File: config.mk
export PLATFORM = sky130hd
export DESIGN_NAME = counter_n_enable
export DESIGN_NICKNAME = d
export VERILOG_FILES = /design/src/rtl/sonar_counter_pkg.sv /design/src/rtl/counter_next_value.sv /design/src/rtl/counter_n_enable.sv
export SDC_FILE = /design/constraint.sdc
export NUM_CORES = 1
export LEC_CHECK = 0
export CORE_AREA = 2 2 49 51
export DETAILED_ROUTE_END_ITERATION = 16
export DIE_AREA = 0 0 51 53
export GPL_TIMING_DRIVEN = 0
export PLACE_DENSITY = 0.73
export SETUP_SLACK_MARGIN = 0.3
export SLEW_MARGIN = 20
export SYNTH_ARGS = -nofsm -noshare
export SYNTH_HDL_FRONTEND = slang
export SYNTH_SLANG_ARGS = --single-unit
File: constraint.sdc
create_clock -name clk -period 1.6 [get_ports clk]
set_input_delay 0.32 -clock clk [delete_from_list [all_inputs] [get_ports clk]]
set_output_delay 0.32 -clock clk [all_outputs]
set_load 0.05 [all_outputs]
File: src/rtl/sonar_counter_pkg.sv
//------------------------------------------------------------------------------
// sonar_counter_pkg
// Shared constants for the SONAR timing and sample-index counters.
// Rev 1.0 - initial release
//------------------------------------------------------------------------------
`default_nettype none

package sonar_counter_pkg;

  localparam logic CNT_MODE_WRAP     = 1'b0;
  localparam logic CNT_MODE_SAT      = 1'b1;
  localparam int   CNT_DEFAULT_WIDTH = 6;

  // Any non-zero SATURATE parameter selects hold-at-boundary behaviour.
  function automatic logic cnt_mode_from_param(input int saturate);
    return (saturate != 0) ? CNT_MODE_SAT : CNT_MODE_WRAP;
  endfunction

endpackage

`default_nettype wire

File: src/rtl/counter_next_value.sv
//------------------------------------------------------------------------------
// counter_next_value
// Combinational next-count and boundary detection for one counting step.
// Rev 1.0 - initial release
//------------------------------------------------------------------------------
`default_nettype none

module counter_next_value
  import sonar_counter_pkg::*;
#(
  parameter int WIDTH = CNT_DEFAULT_WIDTH
) (
  input  logic [WIDTH-1:0] q,
  input  logic             up,
  input  logic [WIDTH-1:0] max_value,
  input  logic             mode,
  output logic [WIDTH-1:0] next_q,
  output logic             at_boundary
);

  localparam logic [WIDTH-1:0] C_ONE = {{(WIDTH-1){1'b0}}, 1'b1};

  always_comb begin
    next_q      = q;
    at_boundary = 1'b0;
    if (up) begin
      // A loaded value above max_value is also treated as the boundary.
      if (q >= max_value) begin
        at_boundary = 1'b1;
        next_q      = (mode == CNT_MODE_SAT) ? q : '0;
      end else begin
        next_q = q + C_ONE;
      end
    end else begin
      if (q == '0) begin
        at_boundary = 1'b1;
        next_q      = (mode == CNT_MODE_SAT) ? '0 : max_value;
      end else begin
        next_q = q - C_ONE;
      end
    end
  end

endmodule

`default_nettype wire

File: src/rtl/counter_n_enable.sv
//------------------------------------------------------------------------------
// counter_n_enable
// Parametrised up/down counter with enable, load, clear, tc pulse and sticky overflow.
// Rev 1.0 - initial release
//------------------------------------------------------------------------------
`default_nettype none

module counter_n_enable
  import sonar_counter_pkg::*;
#(
  parameter int WIDTH    = CNT_DEFAULT_WIDTH,
  parameter int SATURATE = 0
) (
  input  logic             clk,
  input  logic             reset,
  input  logic             enable,
  input  logic             clear,
  input  logic             load,
  input  logic [WIDTH-1:0] load_value,
  input  logic             up,
  input  logic [WIDTH-1:0] max_value,
  output logic [WIDTH-1:0] q,
  output logic             tc,
  output logic             overflow
);

  localparam logic C_MODE = cnt_mode_from_param(SATURATE);

  logic [WIDTH-1:0] step_q;
  logic             step_boundary;

  counter_next_value #(
    .WIDTH (WIDTH)
  ) u_next (
    .q           (q),
    .up          (up),
    .max_value   (max_value),
    .mode        (C_MODE),
    .next_q      (step_q),
    .at_boundary (step_boundary)
  );

  // Priority: reset > clear > load > enable > hold.
  always_ff @(posedge clk) begin
    if (reset) begin
      q        <= '0;
      tc       <= 1'b0;
      overflow <= 1'b0;
    end else if (clear) begin
      q        <= '0;
      tc       <= 1'b0;
      overflow <= 1'b0;
    end else if (load) begin
      q  <= load_value;
      tc <= 1'b0;
    end else if (enable) begin
      q        <= step_q;
      tc       <= step_boundary;
      overflow <= overflow | step_boundary;
    end else begin
      tc <= 1'b0;
    end
  end

endmodule

`default_nettype wire

== Word-level counts from Yosys, hierarchy flattened ==
Index checks and enable logic that the tools add are counted.

* $add $sub $neg: 2
* Reductions and logical operators: 5
* Muxes and demuxes: 8
* Bitwise gates (word level): 3
* $lt $le $gt $ge: 1

{| class="wikitable"
|+ Operator list
! cell !! number
|-
| 2-to-1 mux 6 bit || 5
|-
| adder 6 x 1 -> 6 bit, second input constant || 1
|-
| >= comparator 6 bit || 1
|-
| logical NOT 6 bit || 1
|-
| subtractor 6 x 1 -> 6 bit, second input constant || 1
|-
| OR reduction 4 bit || 1
|-
| 2-to-1 mux 1 bit || 3
|-
| inverter 1 bit || 2
|-
| AND reduction 2 bit || 1
|-
| nonzero test 2 bit || 1
|-
| OR reduction 2 bit || 1
|-
| bitwise OR 1 bit || 1
|}

* Logic and storage cells: 22
* Flip-flop bits (word level): 8
* Input port bits: 18

== Depth between registers and ports, before layout ==
* Depth after elaboration: 5
* Gate-level depth with buffers: 6
* Gate-level depth less buffers: 6

== By module ==
A second synthesis with hierarchy kept.

* Cell total of the unflattened synthesis: 121
* Area total of the unflattened synthesis: 985.9 sq um

{| class="wikitable"
|+ Modules (own cells, without submodules)
! module !! seq. area each (sq um) !! times used !! area each (sq um) !! cells an instance
|-
| counter_next_value || 0.0 || 1 || 591.8 || 88
|-
| counter_n_enable || 160.2 || 1 || 394.1 || 33
|}

== Worst setup path before layout ==
OpenSTA, ideal clock, no wires.

* Path kind: reg-to-reg
* Start: register q[0]
* End: register q[0]
* Arrival time: 1.974 ns
* Period minus slack after synthesis: 2.096 ns
* Setup time: 0.122 ns
* Required time: 1.478 ns
* Cell stages (with the launch flop): 7
* Slack: -0.496 ns
* Cells stage by stage: dfxtp_1 inv_1 ha_1 nand2b_1 a31oi_1 o21a_1 a221o_1

* Word-level cells in the longest chain between the ends: 5
* Elaborated cells between the ends (all ways): 9

{| class="wikitable"
|+ Ends and longest elaborated chain
! item !! line !! text
|-
| start, declared || counter_n_enable.sv:22 || <nowiki>output logic [WIDTH-1:0] q,</nowiki>
|-
| start signal, assigned || counter_n_enable.sv:54 || <nowiki>q <= load_value;</nowiki>
|-
| start signal, assigned || counter_n_enable.sv:57 || <nowiki>q <= step_q;</nowiki>
|-
| subtractor 6 x 1 -> 6 bit (tied with other cells) || counter_next_value.sv:39 || <nowiki>next_q = q - C_ONE;</nowiki>
|-
| 2-to-1 mux 6 bit, on equally long branches || counter_next_value.sv:35, counter_next_value.sv:28 ||
|-
| 2-to-1 mux 6 bit * || counter_next_value.sv:26 || <nowiki>if (up) begin</nowiki>
|-
| 2-to-1 mux 6 bit * || counter_n_enable.sv:56 || <nowiki>end else if (enable) begin</nowiki>
|-
| 2-to-1 mux 6 bit * || counter_n_enable.sv:53 || <nowiki>end else if (load) begin</nowiki>
|}

Mark *: on every way between the ends. The rest lies on a longest branch, timed or not. The select of a mux whose other input is x is not followed.
A chain may end at the register's enable or synchronous reset.

== Final worst setup path ==
* Start: register q[0]
* End: register q[4]

Same word-level chain as after synthesis.

==> metrics.log <==
INFO  metric yosysWarnings = 0
INFO  metric clk_root_buffer_cell = clkbuf_4
INFO  metric critical-path-slowest-cell = dfxtp_4
INFO  metric detail-route-antenna-nets = 0
INFO  metric finalSetupViolCount = 0
INFO  metric hpwl = 1790 um
INFO  metric min_period = 1560 ps
INFO  metric number_of_storage_elements_in_the_synthesis_netlist = 8
INFO  metric avgSynthCellArea = 7.82 um^2
INFO  metric vdd_drop_max = 355 uV
INFO  metric cts-root-to-sink-buffers = 2
INFO  metric critPathMaxFanout = 4
INFO  metric synthCells = ~110
INFO  metric timing.critical_path.arrival = 1710 ps
INFO  metric synthDistinctLibCells = 36
INFO  metric post_synth_main_area_contributors = dfxtp_1 18%, ha_1 13%, nor2_1 6.1%, a21oi_1 5.2%, nor3b_1 5.2%
INFO  metric io_pins = 26
INFO  metric cts_num_sinks = 8
INFO  metric dieWidth = 51 um
INFO  metric clkLatencyLatePin = 270 ps
INFO  metric max_freq = 639 MHz
INFO  metric routed-via-count = approximately 1100
INFO  metric cts_buffers = 3
INFO  metric yosysTopAreaCell = dfxtp_1
INFO  metric setup.worst_path.class = reg -> reg
INFO  metric hold_violations = 0
INFO  metric n_antenna_cell = 0
INFO  metric maxSlewViolCount = 0
INFO  metric timing.critical_path.cells = inv_4, ha_4, and2b_2, mux2_4, o211ai_1, a31oi_1
INFO  metric drive_above_1_share = 46.5%
INFO  metric vias_per_cell = 5.78
INFO  metric drt-initial-drc-count = 60
INFO  metric setup_ws_pre_cts = -427 ps
INFO  metric port_buffers = 24
INFO  metric post-route-util = 70.7%
INFO  metric post_dp_cell_area = 1240 um^2
INFO  metric worst-endpoint-required = 1740 ps
INFO  metric post_synth_instance_area = 868 um^2
INFO  metric nNetsFinal = 184
INFO  metric crit_path_start_kind = register
INFO  metric unrepaired_setup_endpoints_after_global_routing = yes
INFO  metric gpl.final_weighted_congestion = 0.845
INFO  metric floorplan.die.height = 53 um
INFO  metric global_route.usage.total = 24.0%
INFO  metric tritoncts = done
INFO  metric area.growth.synth_to_final = 74.9%
INFO  metric total_wire_length = about 3100 um
INFO  metric synth_sequential_area_ratio = between 10% and 20%
INFO  metric timing.critical_path.to_type = register
INFO  metric first_global_vias = 1031
INFO  metric run_status = completed
INFO  metric grt_start_max_net_pins = 11
INFO  metric first_pass_grt_wire_length = about 4700 um
INFO  metric drc_errors = 0
INFO  metric clock_tree.htree_level_count = 1
INFO  metric asyncSetResetFlopFracSynth = 0%
INFO  metric critical_path.n_buffers_inverters = 1
INFO  metric final_hold_slack = 467 ps
INFO  metric floorplan.die_area = between 2000 and 3000 um^2
INFO  metric timing.slew.headroom = 68.0%
INFO  metric syn_nets = 138
INFO  metric finClkSkew = 6.88 ps
INFO  metric tightestPinTransition = ~480 ps
INFO  metric cts_hold_buffers = 0
INFO  metric initial_core_util = 40.4%
INFO  metric congestion_overflow_gr = 0
INFO  metric critical-path-max-stage-delay = ~380 ps
INFO  metric power.density = 528 nW/um^2
INFO  metric critPathTopFamily = flip-flops
INFO  metric synth-edff-count = 0
INFO  metric dr.pass1.iters = 4
INFO  metric clkTransAtPathRegs = 60 ps
INFO  metric detail_routed_net_length_per_standard_cell = roughly 17 um
INFO  metric maxCapViolCount = 0
INFO  metric core_area = roughly 2100 um^2
INFO  metric num_rows = 17
INFO  metric post-route-worst-setup-slack = 35.7 ps
INFO  metric hold_path.class = reg -> reg
INFO  metric postSynth.topFlopCell = dfxtp_1
INFO  metric worst-r2r-setup-slack = around 36 ps
INFO  metric fin_crit_sh = 97.8%
INFO  metric final_area = 1520 um^2
INFO  metric synth_top_area_share = 18.4%
INFO  metric p_leak = 0.644 nW
INFO  metric antenna_found_initial = 0
[worst reg2reg max path, cell delays in order, from the launching register on]
cell and delay (ps):
dfxtp_4 380, inv_4 60, ha_4 150, and2b_2 240
mux2_4 310, o211ai_1 200, a31oi_1 110
[routing by layer]
layer | share of wire, % | vias to the layer above | global-route usage [%]
li1 | - | 489 | -
met1 | 39 | 486 | 26.6
met2 | 48 | 64 | 43.9
met3 | 7.5 | 19 | 3.11
met4 | 4.8 | 0 | 13.5
met5 | 0 | - | 0
[what timing repair did]
item / in CTS / in global routing
resized for setup: 60 / 15
buffers inserted: 14 / 3
pin swaps: 18 / 12
endpoints found under the setup margin: 16 / 11
[worst paths after layout]
| path | start | end | depth (start not counted) |
|---|---|---|---|
| max | q[0] | q[4] | 6 |
| min | overflow | overflow | 2 |
| max reg2reg | q[0] | q[4] | 6 |
| min reg2reg | overflow | overflow | 2 |
[Yosys cell counts (all sizes together) (3+ instances only)]
cell	n
a21oi	9
nor3b	6
nand2	4
o211ai	3
nor2	14
buf	5
nand2b	3
a21o	3
dfxtp	8
nor3	3
ha	9
xor2	4
inv	9
a31oi	3
nand3	5
[state kept, by name (all words and copies together) (netlist names)]
name and cells:
q 6, overflow 1, tc 1
[cell families (layout without fill, tap and decap cells)]
| family | count (synthesis) | in the layout | share of synthesized area, % |
|---|---|---|---|
| and+or+nand+nor | 40 | 40 | 25.1 |
| AOI/OAI and AO/OA | 32 | 32 | 26.9 |
| buffers and inverters | 14 | 58 | 8.07 |
| adders and majority gates | 9 | 9 | 13.0 |
| DFF | 8 | 8 | 18.4 |
| xor gates and xnor gates | 6 | 6 | 6.05 |
| muxes | 2 | 2 | 2.45 |
[cell type report]
type / instances / area, um^2
Multi-Input combinational cell: 89 / 832
Fill cell: 158 / 629
Timing Repair Buffer: 41 / 377
Sequential cell: 8 / 178
Buffer: 5 / 38.8
Inverter: 9 / 36.3
Tap cell: 28 / 35.0
Clock buffer: 3 / 22.5
[power by group]
group / total (mW) / switching [mW] / internal [mW]
Combinational: 0.413 / 0.212 / 0.202
Clock: 0.170 / 0.0835 / 0.0868
Sequential: 0.218 / 0.0125 / 0.205
[through the flow]
| stage | power [mW] | std cells | TNS [ps] |
|---|---|---|---|
| 2_1_floorplan | 0.425 | 111 | 0 |
| 3_3_place_gp | 0.515 | 163 | -2670 |
| 3_5_place_dp | 0.520 | 163 | -2910 |
| 4_1_cts | 0.757 | 180 | 0 |
| 5_1_grt | 0.833 | 183 | -31.0 |
| 6_report | 0.801 | 183 | 0 |
[placed cells by master (no fill, tap or decap), types with 2 or more instances in the layout]
cell / Yosys / final
nand2b_1: 3 / 2
clkdlybuf4s50_1: 0 / 8
o211ai_1: 3 / 3
xnor2_1: 2 / 2
a31oi_1: 3 / 2
a21oi_4: 0 / 3
dfxtp_1: 8 / 2
inv_1: 9 / 2
ha_4: 0 / 7
clkbuf_4: 0 / 5
clkdlybuf4s15_2: 0 / 2
dfxtp_4: 0 / 4
nand2_1: 4 / 4
nor2_1: 14 / 14
dfxtp_2: 0 / 2
buf_6: 2 / 5
a311o_1: 2 / 2
buf_4: 0 / 14
a21oi_1: 9 / 6
nand3_1: 5 / 4
inv_2: 0 / 6
nor3b_1: 6 / 5
nor2b_1: 2 / 2
a21o_1: 3 / 3
xor2_1: 4 / 4
buf_2: 2 / 3
dlygate4sd2_1: 0 / 8
(Power assumes the default switching activity.)
